[src/rtl/exec_pkg.sv]
// Shared definitions for the R-type execute stage: function codes, FSM states, defaults.
package exec_pkg;

    localparam int WIDTH_DEF = 32;
    localparam int AW_DEF    = 4;

    localparam logic [3:0] FN_ADD = 4'd0;
    localparam logic [3:0] FN_SUB = 4'd1;
    localparam logic [3:0] FN_AND = 4'd2;
    localparam logic [3:0] FN_OR  = 4'd3;
    localparam logic [3:0] FN_XOR = 4'd4;
    localparam logic [3:0] FN_NOR = 4'd5;
    localparam logic [3:0] FN_SLT = 4'd6;
    localparam logic [3:0] FN_SLL = 4'd7;
    localparam logic [3:0] FN_SRL = 4'd8;
    localparam logic [3:0] FN_SRA = 4'd9;
    localparam logic [3:0] FN_MUL = 4'd10;

    typedef enum logic [1:0] {
        ST_IDLE,
        ST_MUL,
        ST_WB_MUL
    } state_t;

endpackage

[src/rtl/seq_multiplier.sv]
// Iterative shift-add multiplier: one multiplier bit per cycle, low WIDTH bits kept.
// done is a combinational pulse in the last iteration cycle; product is valid with it.
module seq_multiplier #(
    parameter int WIDTH      = 32,
    parameter int MUL_CYCLES = 32
) (
    input  logic             clk,
    input  logic             reset,
    input  logic             start,
    input  logic [WIDTH-1:0] a,
    input  logic [WIDTH-1:0] b,
    output logic             done,
    output logic [WIDTH-1:0] product
);

    localparam int CW = $clog2(MUL_CYCLES + 1);

    logic [WIDTH-1:0] mcand;
    logic [WIDTH-1:0] mplier;
    logic [WIDTH-1:0] acc;
    logic [CW-1:0]    count;
    logic             busy;

    // Partial sum after the current iteration; on the final iteration this is the result.
    assign product = acc + (mplier[0] ? mcand : '0);
    assign done    = busy && (count == CW'(MUL_CYCLES - 1));

    // Operand latch on start, then one add/shift step per cycle while busy.
    always_ff @(posedge clk or posedge reset) begin
        if (reset) begin
            mcand  <= '0;
            mplier <= '0;
            acc    <= '0;
            count  <= '0;
            busy   <= 1'b0;
        end else if (start) begin
            mcand  <= a;
            mplier <= b;
            acc    <= '0;
            count  <= '0;
            busy   <= 1'b1;
        end else if (busy) begin
            acc    <= product;
            mcand  <= mcand << 1;
            mplier <= mplier >> 1;
            count  <= count + CW'(1);
            if (done) busy <= 1'b0;
        end
    end

endmodule

[src/rtl/alu_exec_stage.sv]
// R-type execute stage: single-cycle ALU ops written back one cycle after accept,
// MUL handed to the sequential multiplier with the stage stalled until write-back.
module alu_exec_stage
    import exec_pkg::*;
#(
    parameter int WIDTH      = WIDTH_DEF,
    parameter int AW         = AW_DEF,
    parameter int MUL_CYCLES = 32
) (
    input  logic             clk,
    input  logic             reset,
    input  logic             in_valid,
    output logic             in_ready,
    input  logic [3:0]       funct,
    input  logic [AW-1:0]    rd_in,
    input  logic [WIDTH-1:0] op_a,
    input  logic [WIDTH-1:0] op_b,
    output logic             write,
    output logic [AW-1:0]    rd,
    output logic [WIDTH-1:0] data,
    output logic             zero,
    output logic             ovf,
    output logic             illegal
);

    state_t           state, state_nxt;
    logic             accept, mul_start, mul_done;
    logic [WIDTH-1:0] mul_product;
    logic [AW-1:0]    mul_rd;
    logic [WIDTH-1:0] alu_res;
    logic             alu_ovf, is_alu;
    logic [4:0]       shamt;

    assign shamt = op_b[4:0];

    seq_multiplier #(
        .WIDTH     (WIDTH),
        .MUL_CYCLES(MUL_CYCLES)
    ) u_mul (
        .clk    (clk),
        .reset  (reset),
        .start  (mul_start),
        .a      (op_a),
        .b      (op_b),
        .done   (mul_done),
        .product(mul_product)
    );

    // Single-cycle datapath; is_alu flags the codes that write back next cycle.
    always_comb begin
        alu_res = '0;
        alu_ovf = 1'b0;
        is_alu  = 1'b1;
        case (funct)
            FN_ADD: begin
                alu_res = op_a + op_b;
                alu_ovf = (op_a[WIDTH-1] == op_b[WIDTH-1]) && (alu_res[WIDTH-1] != op_a[WIDTH-1]);
            end
            FN_SUB: begin
                alu_res = op_a - op_b;
                alu_ovf = (op_a[WIDTH-1] != op_b[WIDTH-1]) && (alu_res[WIDTH-1] != op_a[WIDTH-1]);
            end
            FN_AND:  alu_res = op_a & op_b;
            FN_OR:   alu_res = op_a | op_b;
            FN_XOR:  alu_res = op_a ^ op_b;
            FN_NOR:  alu_res = ~(op_a | op_b);
            FN_SLT:  alu_res = {{(WIDTH-1){1'b0}}, $signed(op_a) < $signed(op_b)};
            FN_SLL:  alu_res = op_a << shamt;
            FN_SRL:  alu_res = op_a >> shamt;
            FN_SRA:  alu_res = $signed(op_a) >>> shamt;
            default: is_alu  = 1'b0;
        endcase
    end

    // FSM next state and handshake; only IDLE accepts, MUL accept kicks the multiplier.
    always_comb begin
        state_nxt = state;
        in_ready  = 1'b0;
        accept    = 1'b0;
        mul_start = 1'b0;
        case (state)
            ST_IDLE: begin
                in_ready = 1'b1;
                accept   = in_valid;
                if (in_valid && funct == FN_MUL) begin
                    mul_start = 1'b1;
                    state_nxt = ST_MUL;
                end
            end
            ST_MUL:    if (mul_done) state_nxt = ST_WB_MUL;
            ST_WB_MUL: state_nxt = ST_IDLE;
            default:   state_nxt = ST_IDLE;
        endcase
    end

    // State register.
    always_ff @(posedge clk or posedge reset) begin
        if (reset) state <= ST_IDLE;
        else       state <= state_nxt;
    end

    // Write-back register: write/illegal are pulses, rd/data/flags hold between writes.
    always_ff @(posedge clk or posedge reset) begin
        if (reset) begin
            write   <= 1'b0;
            rd      <= '0;
            data    <= '0;
            zero    <= 1'b0;
            ovf     <= 1'b0;
            illegal <= 1'b0;
            mul_rd  <= '0;
        end else begin
            write   <= 1'b0;
            illegal <= 1'b0;
            if (mul_start) mul_rd <= rd_in;
            if (accept && is_alu) begin
                write <= 1'b1;
                rd    <= rd_in;
                data  <= alu_res;
                zero  <= (alu_res == '0);
                ovf   <= alu_ovf;
            end else if (accept && !mul_start) begin
                illegal <= 1'b1;
            end
            if (state == ST_MUL && mul_done) begin
                write <= 1'b1;
                rd    <= mul_rd;
                data  <= mul_product;
                zero  <= (mul_product == '0);
                ovf   <= 1'b0;
            end
        end
    end

endmodule
[config.mk]
export PLATFORM = sky130hd
export DESIGN_NAME = alu_exec_stage
export DESIGN_NICKNAME = d
export VERILOG_FILES = /design/src/rtl/exec_pkg.sv /design/src/rtl/seq_multiplier.sv /design/src/rtl/alu_exec_stage.sv
export SDC_FILE = /design/constraint.sdc
export NUM_CORES = 1
export LEC_CHECK = 0
export ABC_AREA = 1
export ABC_CLOCK_PERIOD_IN_PS = 5100
export BUFFER_PORTS_ARGS = -buffer_cell sky130_fd_sc_hd__buf_2
export CAP_MARGIN = 20
export CORE_MARGIN = 2
export CORE_UTILIZATION = 35
export DETAILED_ROUTE_END_ITERATION = 12
export MAX_ROUTING_LAYER = met4
export PLACE_DENSITY_LB_ADDON = 0.3
export SETUP_SLACK_MARGIN = 0.02
export SLEW_MARGIN = 5
export SYNTH_ARGS = -nofsm -noshare
export SYNTH_HDL_FRONTEND = slang
export SYNTH_SLANG_ARGS = --single-unit
[constraint.sdc]
create_clock -name clk -period 5.1 [get_ports clk]
set_input_delay 0 -clock clk [delete_from_list [all_inputs] [get_ports clk]]
set_output_delay 0 -clock clk [all_outputs]
set_load 0.02 [all_outputs]
==> After elaboration in Yosys (flattened, before gate mapping) <==
Index checks and enable logic that the tools add are counted.
{ "totals": {"regBits": 149, "inputBits": 75} }
{ "classes": {"n_addsub": 4, "n_lt_le_gt_ge": 1, "eq_ne": 18, "shifts": 3, "mux": 34, "n_bitwise": 4, "reduce_logical": 16} }
{ "op_table": {"columns": ["cell", "count"], "rows": [
  ["32-bit one-hot mux with 10 select lines", 1],
  ["32-bit 2-to-1 mux", 9],
  ["32-bit adder", 2],
  ["32-bit logical NOT", 2],
  ["32-bit bitwise AND", 1],
  ["32-bit < comparator", 1],
  ["32-bit inverter", 1],
  ["32-bit OR", 1],
  ["32-bit by 5-bit left shift with 32-bit output", 1],
  ["32-bit by 5-bit right shift with 32-bit output", 1],
  ["32-bit by 5-bit >>> shifter with 32-bit output", 1],
  ["32-bit subtractor", 1],
  ["32-bit bitwise XOR", 1],
  ["4-bit by 3-bit equality test with 1-bit output, second input constant", 4],
  ["1-bit 2-to-1 mux", 16],
  ["4-bit equality test, second input constant", 3],
  ["6-bit 2-to-1 mux", 2],
  ["10-bit OR reduction", 1],
  ["4-bit by 2-bit equality test with 1-bit output, second input constant", 2],
  ["4-bit 2-to-1 mux", 2],
  ["1-bit logical AND", 7],
  ["6-bit by 1-bit adder with 6-bit output, second input constant", 1],
  ["6-bit by 5-bit equality test with 1-bit output, second input constant", 1],
  ["4-bit by 1-bit equality test with 1-bit output, second input constant", 1],
  ["other kinds (12)", 17]
]} }

==> Longest topological paths before layout <==
Gate-level depths: netlist of the first run.
{ "logic_depth": {"ltp_word": 8, "depth_mapped": 27} }

==> Modules after synthesis <==
Synthesis of the first run repeated with hierarchy kept, for this count alone.
{ "hier_totals": {"hier_cells": 3494, "area_unflattened_um2": 19934.1} }
{ "by_module_without_submodules": {"columns": ["mod", "n_inst", "cells_each", "area_each_um2", "seq_area_each_um2"], "rows": [
  ["alu_exec_stage", 1, 2485, 12997.5, 1151.1],
  ["seq_multiplier", 1, 1009, 6936.7, 2577.5]
]} }

==> Least setup slack after synthesis of the first run <==
OpenSTA, ideal clock, no wires.
{ "synth_timing": {"kind": "input port to flip-flop", "start": "in op_b[4]", "end": "reg zero", "setup_time_ns": 0.066, "t_arrival_ns": 2.569, "required_time_ns": 5.034, "path_slack_ns": 2.465, "cell_stages": 26, "path_cell_list": "clkbuf_1 -> inv_2 -> buf_2 -> buf_1 -> ha_1 -> nor2_1 -> nand2_1 -> inv_1 -> nand2_1 -> nand2_1 -> nand2_1 -> nand2_1 -> nand2_1 -> nand2_1 -> nand2_1 -> nand2_1 -> nor2_1 -> nor2_1 -> nand2_1 -> nor2_1 -> nand2_1 -> nor2_1 -> nand3_1 -> nand2_1 -> nand2_1 -> nand2_1"} }
{ "synth_between": {"elab_chain_len": 6} }
{ "synth_lines": {"columns": ["element", "line_no", "text"], "rows": [
  ["start: declaration", "alu_exec_stage.sv:17", "input logic [WIDTH-1:0] op_b,"],
  ["branches (longest 2 deep; another with 32-bit subtractor)", null, null],
  ["32-bit one-hot mux with 10 select lines (*)", "alu_exec_stage.sv:54", "case (funct)"],
  ["32-bit logical NOT (*)", "alu_exec_stage.sv:120", "zero <= (alu_res == '0);"],
  ["1-bit 2-to-1 mux (*)", "alu_exec_stage.sv:116", "if (accept && is_alu) begin"],
  ["1-bit 2-to-1 mux (*)", "alu_exec_stage.sv:125", "if (state == ST_MUL && mul_done) begin"],
  ["end signal: assignment", "alu_exec_stage.sv:120", null],
  ["end signal: assignment", "alu_exec_stage.sv:129", "zero <= (mul_product == '0);"],
  ["end: declaration", "alu_exec_stage.sv:21", "output logic zero,"]
]} }
Every way passes the cells marked *. The select of a mux whose other input is x is not followed.
A chain may end at the register's enable or synchronous reset.

==> Worst setup path after layout of the first run <==
{ "layout_timing": {"start": "reg u_mul.mplier[0]", "end": "reg zero"} }
{ "layout_between": {"elab_chain_len": 4} }
{ "layout_lines": {"columns": ["element", "line_no", "text"], "rows": [
  ["start: declaration", "seq_multiplier.sv:19", "logic [WIDTH-1:0] mplier;"],
  ["start signal: assignment", "seq_multiplier.sv:45", "mplier <= mplier >> 1;"],
  ["32-bit 2-to-1 mux", "seq_multiplier.sv:25", "assign product = acc + (mplier[0] ? mcand : '0);"],
  ["32-bit adder", "seq_multiplier.sv:25", null],
  ["32-bit logical NOT", "alu_exec_stage.sv:129", null],
  ["1-bit 2-to-1 mux", "alu_exec_stage.sv:125", null]
]} }
Every way passes these cells.

==> impl_metrics.ini, run 1 <==
[timing]
clock.fmax_mhz = 283.2
period_minus_slack_ns = 3.532
worstMarginPinSlew_ns = 1.130
relSlewSlack_pct = 24.59
rsz0062_at_grt = false
setup_viol = 0
fin_skew_ns = 0.02203
maxSlewViolCount = 0
hold_violations = 0
setup_tns_ns = 0
post-route-period-util_pct = 69.25

[global_routing]
grt_pass1_vias = 21570
grt_overflow = 0
grtUsageTotal_pct = 36.04
grt_max_degree = 80
antenna_found_initial = 4
grt_first_pass_wirelength_mm = 144.0

[synth]
async_flop_share_pct = 100.0
synth.avg_cell_area_um2 = 5.772
syn_nets = 3482
synth_cell_types = 53
ys_seq_elements = 149
syn-cell-area_um2 = 18890
netlist_instances = 3272
synth_edf_count = 0
yosysSeqAreaShare_pct = 19.74
synth-main-ff-cell = dfrtp_1
yosys_warnings = 0

[critical_path]
worstPathRequired_ns = 5.47
crit_arrival_ns = 3.90
critPathCaptureType = flop
r2r_slack_ns = 1.57
critPathKind = reg -> reg
timing.rr.end = zero
worstReg2RegStart = u_mul.mplier[0]
r2r_cells = 17
cp_max_fo = 19
start_kind = flop

[final_layout]
final_common_cell = nand2_1
final_cell_area_um2 = 20900
nets = 3548
layout_common_cells = nand2_1, inv_1, nand3_1, nor2_1, dfrtp_1
drive_above_1_share_pct = 7.520
area_growth_pct = 10.67

[power]
comb_power_share_pct = 34.9
p_per_area_nw_per_um2 = 187.3
power.internal_mw = 2.225
p_seq_share_pct = 30.2
power.leakage_nw = 11.81
clockPowerShare_pct = 34.9
switchingPower_mw = 1.690
netSwitchingFraction_pct = 43.17
ir_drop_uv = 261.4

[min_path]
min-delay-start = op_a[11]
hold_path.class = in -> reg
worstHoldEndpoint = u_mul.mcand[11]
hold_depth = 3

[clocking]
cts_resized = 0
clockRootBuffer = clkbuf_16
cts_sinks = 149
cts_setup_buffers = 0
tritoncts = built
hold_buffers = 38
clk_path_buf_depth = 2
path_clk_slew_ns = 0.08
ctsHtreeMaxLevel = 4
clk_latency_ns = 0.50
cts_buffers = 17

[floorplanning]
dieWidth_um = 236.3
dieArea_um2 = 55840
rows = 85
ios = 116
core_area_um2 = 53600
die_y_um = 236.3
start_util_pct = 35.24

[outcome]
status = finished, final reports clean

[placement]
hpwl_mm = 79.23
port_buffers = 115
dpl_cell_area_um2 = 19910
place_congestion = 1.067

[detailed_routing]
first_pass_iters = 6
wl_met1_mm = 42.60
drt_iter0_drc = 2813
drt_drc_violations_left = 0
num_vias = 22800
post_drt_via_cell_ratio = 5.627
drt-total-wl_mm = 98.78
top_layer = met4
wire_per_inst_um = 24.39
ant_nets = 0
wl_met3_mm = 8.440
dr_wl_met2_mm = 42.21

[job]
maxCapViolations = 0
==> critical path, stage by stage (launching register included) <==
cell     delay (ns)
dfrtp_1        0.78
buf_4          0.33
nand2_1        0.09
inv_1          0.07
ha_1           0.27
a21oi_1        0.20
o21ai_0        0.15
a21oi_1        0.19
inv_1          0.08
nand2_1        0.06
nand3_1        0.16
a21oi_1        0.26
xor2_1         0.35
nor2_1         0.10
nand4_1        0.14
nand2_1        0.08
nand2_1        0.06
nand2_1        0.05
==> cell families after synthesis <==
logic type                 synth area share (%)
buffers and inverters                     12.75
DFF                                       19.74
xor gates and xnor gates                  1.159
and+or+nand+nor                           44.24
adders and majority gates                 9.063
AOI/OAI and AO/OA                         13.04
==> metal layers <==
metal | global-route usage, % | vias to the layer above
met4 | 18.30 | 0
met3 | 6.062 | 209
met2 | 52.98 | 1175
met1 | 47.53 | 10700
met5 | - | -
li1 | - | 10710
==> through the flow <==
step / utilization (%) / setup WS, ns / hold WS (ns) / power [mW] / instances
floorplan: - / 1.092 / 0.1166 / 2.018 / 3272
global placement: 37.09 / 1.574 / 0.01435 / 2.510 / 3975
detailed placement: 37.14 / 1.623 / 0.01889 / 2.496 / 3976
CTS: 38.94 / 1.642 / 0.00003553 / 3.891 / 4046
global route: 39.00 / 1.343 / 0.03435 / 4.075 / 4051
finish: 39.00 / 1.568 / 0.03045 / 3.915 / 4051
==> power by group through the flow <==
| stage | Sequential (mW) | Combinational, mW | Clock (mW) |
|---|---|---|---|
| floorplan | 1.21 | 0.811 | 0 |
| global placement | 1.21 | 1.30 | 0 |
| detailed placement | 1.21 | 1.29 | 0 |
| CTS | 1.18 | 1.32 | 1.39 |
| global route | 1.18 | 1.47 | 1.42 |
| finish | 1.18 | 1.37 | 1.37 |
==> cell type report <==
| type | instances | area, µm² |
|---|---|---|
| clock buffer | 17 | 425.4 |
| fill | 6134 | 32700 |
| clock inverter | 15 | 158.9 |
| inverter | 464 | 1753 |
| multi-input combinational | 2526 | 12760 |
| timing repair buffer | 180 | 1191 |
| tap | 696 | 870.8 |
| antenna | 4 | 10.01 |
| sequential | 149 | 3729 |
==> how the worst max path moves through the flow <==
stage                     cells past startpoint  endpoint  slack (ns)             from
final                                        17      zero        1.57  u_mul.mplier[0]
after floorplan                               1   data[0]        1.09            reset
after global routing                         19      zero        1.34  u_mul.mplier[0]
after CTS                                    17      zero        1.64  u_mul.mplier[0]
after global placement                       19      zero        1.57         op_a[23]
after detailed placement                     19      zero        1.62         op_a[26]
==> Yosys cell counts, types with 6 or more instances <==
cell type	n	area, µm²
o221ai_1	56	490.5
buf_2	51	255.2
ha_1	132	1652
nor2_2	16	100.1
a21oi_1	122	610.6
a22o_1	6	52.55
dfrtp_1	149	3729
o21bai_1	9	67.56
o21ai_0	85	425.4
o21ai_1	20	100.1
nor4_1	7	43.79
nor3_1	30	150.1
inv_2	15	56.30
o211ai_1	43	322.8
buf_4	10	75.07
nand2_1	1150	4317
nand2_2	17	106.4
nor2_1	236	885.9
o22ai_1	29	181.4
and2_1	7	43.79
nand4_1	41	256.5
buf_6	8	90.09
inv_1	444	1667
buf_1	11	41.29
o21a_1	6	45.04
nor3_2	7	70.07
nand3_1	434	2172
nand3b_1	8	60.06
xor2_1	22	192.7
clkbuf_1	53	198.9
==> sequential cells by signal (all words and copies together) (netlist names) <==
| register | cells |
|---|---|
| illegal | 1 |
| u_mul.busy | 1 |
| u_mul.mcand | 32 |
| state | 2 |
| write | 1 |
| data | 32 |
| u_mul.mplier | 32 |
| u_mul.acc | 32 |
| rd | 4 |
| mul_rd | 4 |
| zero | 1 |
| ovf | 1 |
| u_mul.count | 6 |
No activity file was read; power rests on OpenSTA's default activity.
==> run 2, diff against run 1 <==
Settings changed: ABC_CLOCK_PERIOD_IN_PS 5100 to 3000.
Clock period 5.1 ns to 3 ns, I/O delays scaled along.
==> run 2 against run 1 <==
Against the previous run: sequential power grew 70%; cell area grew 15%; critical path depth grew 3; global-route usage grew 0.81 points; utilization grew 5.9 points; routed wire length grew 2.6%; register-to-register slack lost 1.5 ns; clock skew shrank 0.0055 ns; clock power grew 60%; via count grew 5.7%; total power grew 80%; sequential cell count is the same; critical path type is now in -> reg.
==> impl_metrics.ini, run 2 (synthesized netlist as in run 1, its figures left out) <==
[detailed_routing]
ant_nets = 0
drt-total-wl_mm = 101.4
wire_per_inst_um = 23.01
drt_drc_violations_left = 0
first_pass_iters = 6
drt_iter0_drc = 2897
post_drt_via_cell_ratio = 5.467
num_vias = 24090

[floorplanning]
dieWidth_um = 236.3
dieArea_um2 = 55840
ios = 116
core_area_um2 = 53600
die_y_um = 236.3
start_util_pct = 35.24
rows = 85

[timing]
clock.fmax_mhz = 343.8
maxSlewViolCount = 0
setup_tns_ns = 0
worstMarginPinSlew_ns = 1.138
relSlewSlack_pct = 23.69
hold_violations = 0
fin_ws_ns = 0.09103
setup_viol = 0
period_minus_slack_ns = 2.909
rsz0062_at_grt = true
post-route-period-util_pct = 96.97
fin_skew_ns = 0.01657
holdWs_ns = 0.02222

[critical_path]
path_cells = dlygate4sd3_1 -> buf_2 -> inv_2 -> nor2_2 -> nand2_2 -> nor3_2 -> nor3_1 -> buf_4 -> o21ai_1 -> nor2_1 -> nand2_1 -> nor2_1 -> nand2_1 -> nor2_1 -> nand2_1 -> nor2_4 -> nand3_1 -> nand2_1 -> nand2_1 -> nand2_1
worst-path-buf-inv = 4
worstReg2RegStart = u_mul.mplier[0]
cp_max_fo = 11
slowest_stage = nor3_2
crit_path_max_incr_delay_ns = 0.88
critPathCaptureType = flop
timing.rr.end = zero
r2r_cells = 17
crit_arrival_ns = 3.29
path_common_cell = nand2_1
cpLargestDelayFamily = simple AND/OR/NAND/NOR gates
r2r_slack_ns = 0.11
critPathKind = in -> reg
worstPathRequired_ns = 3.38
start_kind = primary input

[final_layout]
drive_above_1_share_pct = 18.78
area_growth_pct = 27.40
fillerInstances = 5921
final_util_pct = 44.89
final_common_cell = nand2_1
nets = 3904
layout_common_cells = nand2_1, inv_1, nand3_1, buf_4, nor2_1

[placement]
place_ws_ns = -0.03577
place_congestion = 1.078
port_buffers = 115
hpwl_mm = 83.74

[global_routing]
grt_overflow = 0
grt_first_pass_wirelength_mm = 147.2
antenna_found_initial = 3
grt_pass1_vias = 22760
grtUsageTotal_pct = 36.85
grt_max_degree = 85

[power]
power.leakage_nw = 13.64
ir_drop_uv = 478.2
p_per_area_nw_per_um2 = 292.8
power_mw = 7.046

[min_path]
min-delay-start = op_a[24]
worstHoldEndpoint = u_mul.mcand[24]
hold_depth = 4
hold_path.class = in -> reg

[clocking]
path_clk_slew_ns = 0.07
clockRootBuffer = clkbuf_16
ctsHtreeMaxLevel = 4
cts_buffers = 17
cts_sinks = 149
clk_path_buf_depth = 2
clk_latency_ns = 0.49
tritoncts = built

[outcome]
status = finished, final reports clean

[job]
maxCapViolations = 0
-- run 2: metrics by stage --
stage / cells / instance area, µm²
final: 4406 / 24060
after global routing: 4406 / 24060
after CTS: 4398 / 23650
after detailed placement: 4323 / 22640
after global placement: 4323 / 22640
after floorplan: 3272 / 18890
-- run 2: cell type report --
class,count,area [µm²],share of cell area (%)
tap,696,870.8,3.619
timing repair buffer,536,3991,16.59
clock inverter,14,131.4,0.5460
multi-input combinational,2526,13140,54.62
sequential,149,3729,15.50
antenna,3,7.507,0.03120
inverter,464,1752,7.280
clock buffer,18,439.2,1.825
-- run 2: layer usage --
metal,up-vias,part of all wire [%],track usage (%)
met5,-,0,-
met4,0,6.7,20.83
met3,279,9.2,7.782
met2,1227,41,52.71
met1,11160,43,48.00
li1,11430,-,-
-- run 2: repair_timing --
action / CTS / global route
hold buffers: 42 / 0
setup endpoints to repair: 1 / 5
pin swaps: 1 / 18
setup buffers: 1 / 5
cloned: 0 / 0
hold endpoints to repair: 193 / 0
resized for setup: 3 / 103
-- run 2: power by group --
part	leakage (nW)	total, mW	internal (mW)	switching (mW)
Sequential	1.59	2.01	2.01	0.00135
Combinational	11.8	2.84	0.996	1.85
Clock	0.277	2.19	1.12	1.08
Total	13.6	7.05	4.12	2.93
-- run 2: how the worst max path moves through the flow --
stage,from,endpoint,cells after the start
floorplan,op_b[4],zero,26
global placement,u_mul.mplier[0],zero,19
detailed placement,op_a[8],zero,26
CTS,u_mul.mplier[0],zero,17
global route,u_mul.mplier[0],zero,19
finish,funct[3],zero,20
-- run 2: tightest hold or removal path, cell delays in order --
cell      delay, ns
buf_2          0.10
inv_1          0.10
buf_4          0.12
o221ai_1       0.11
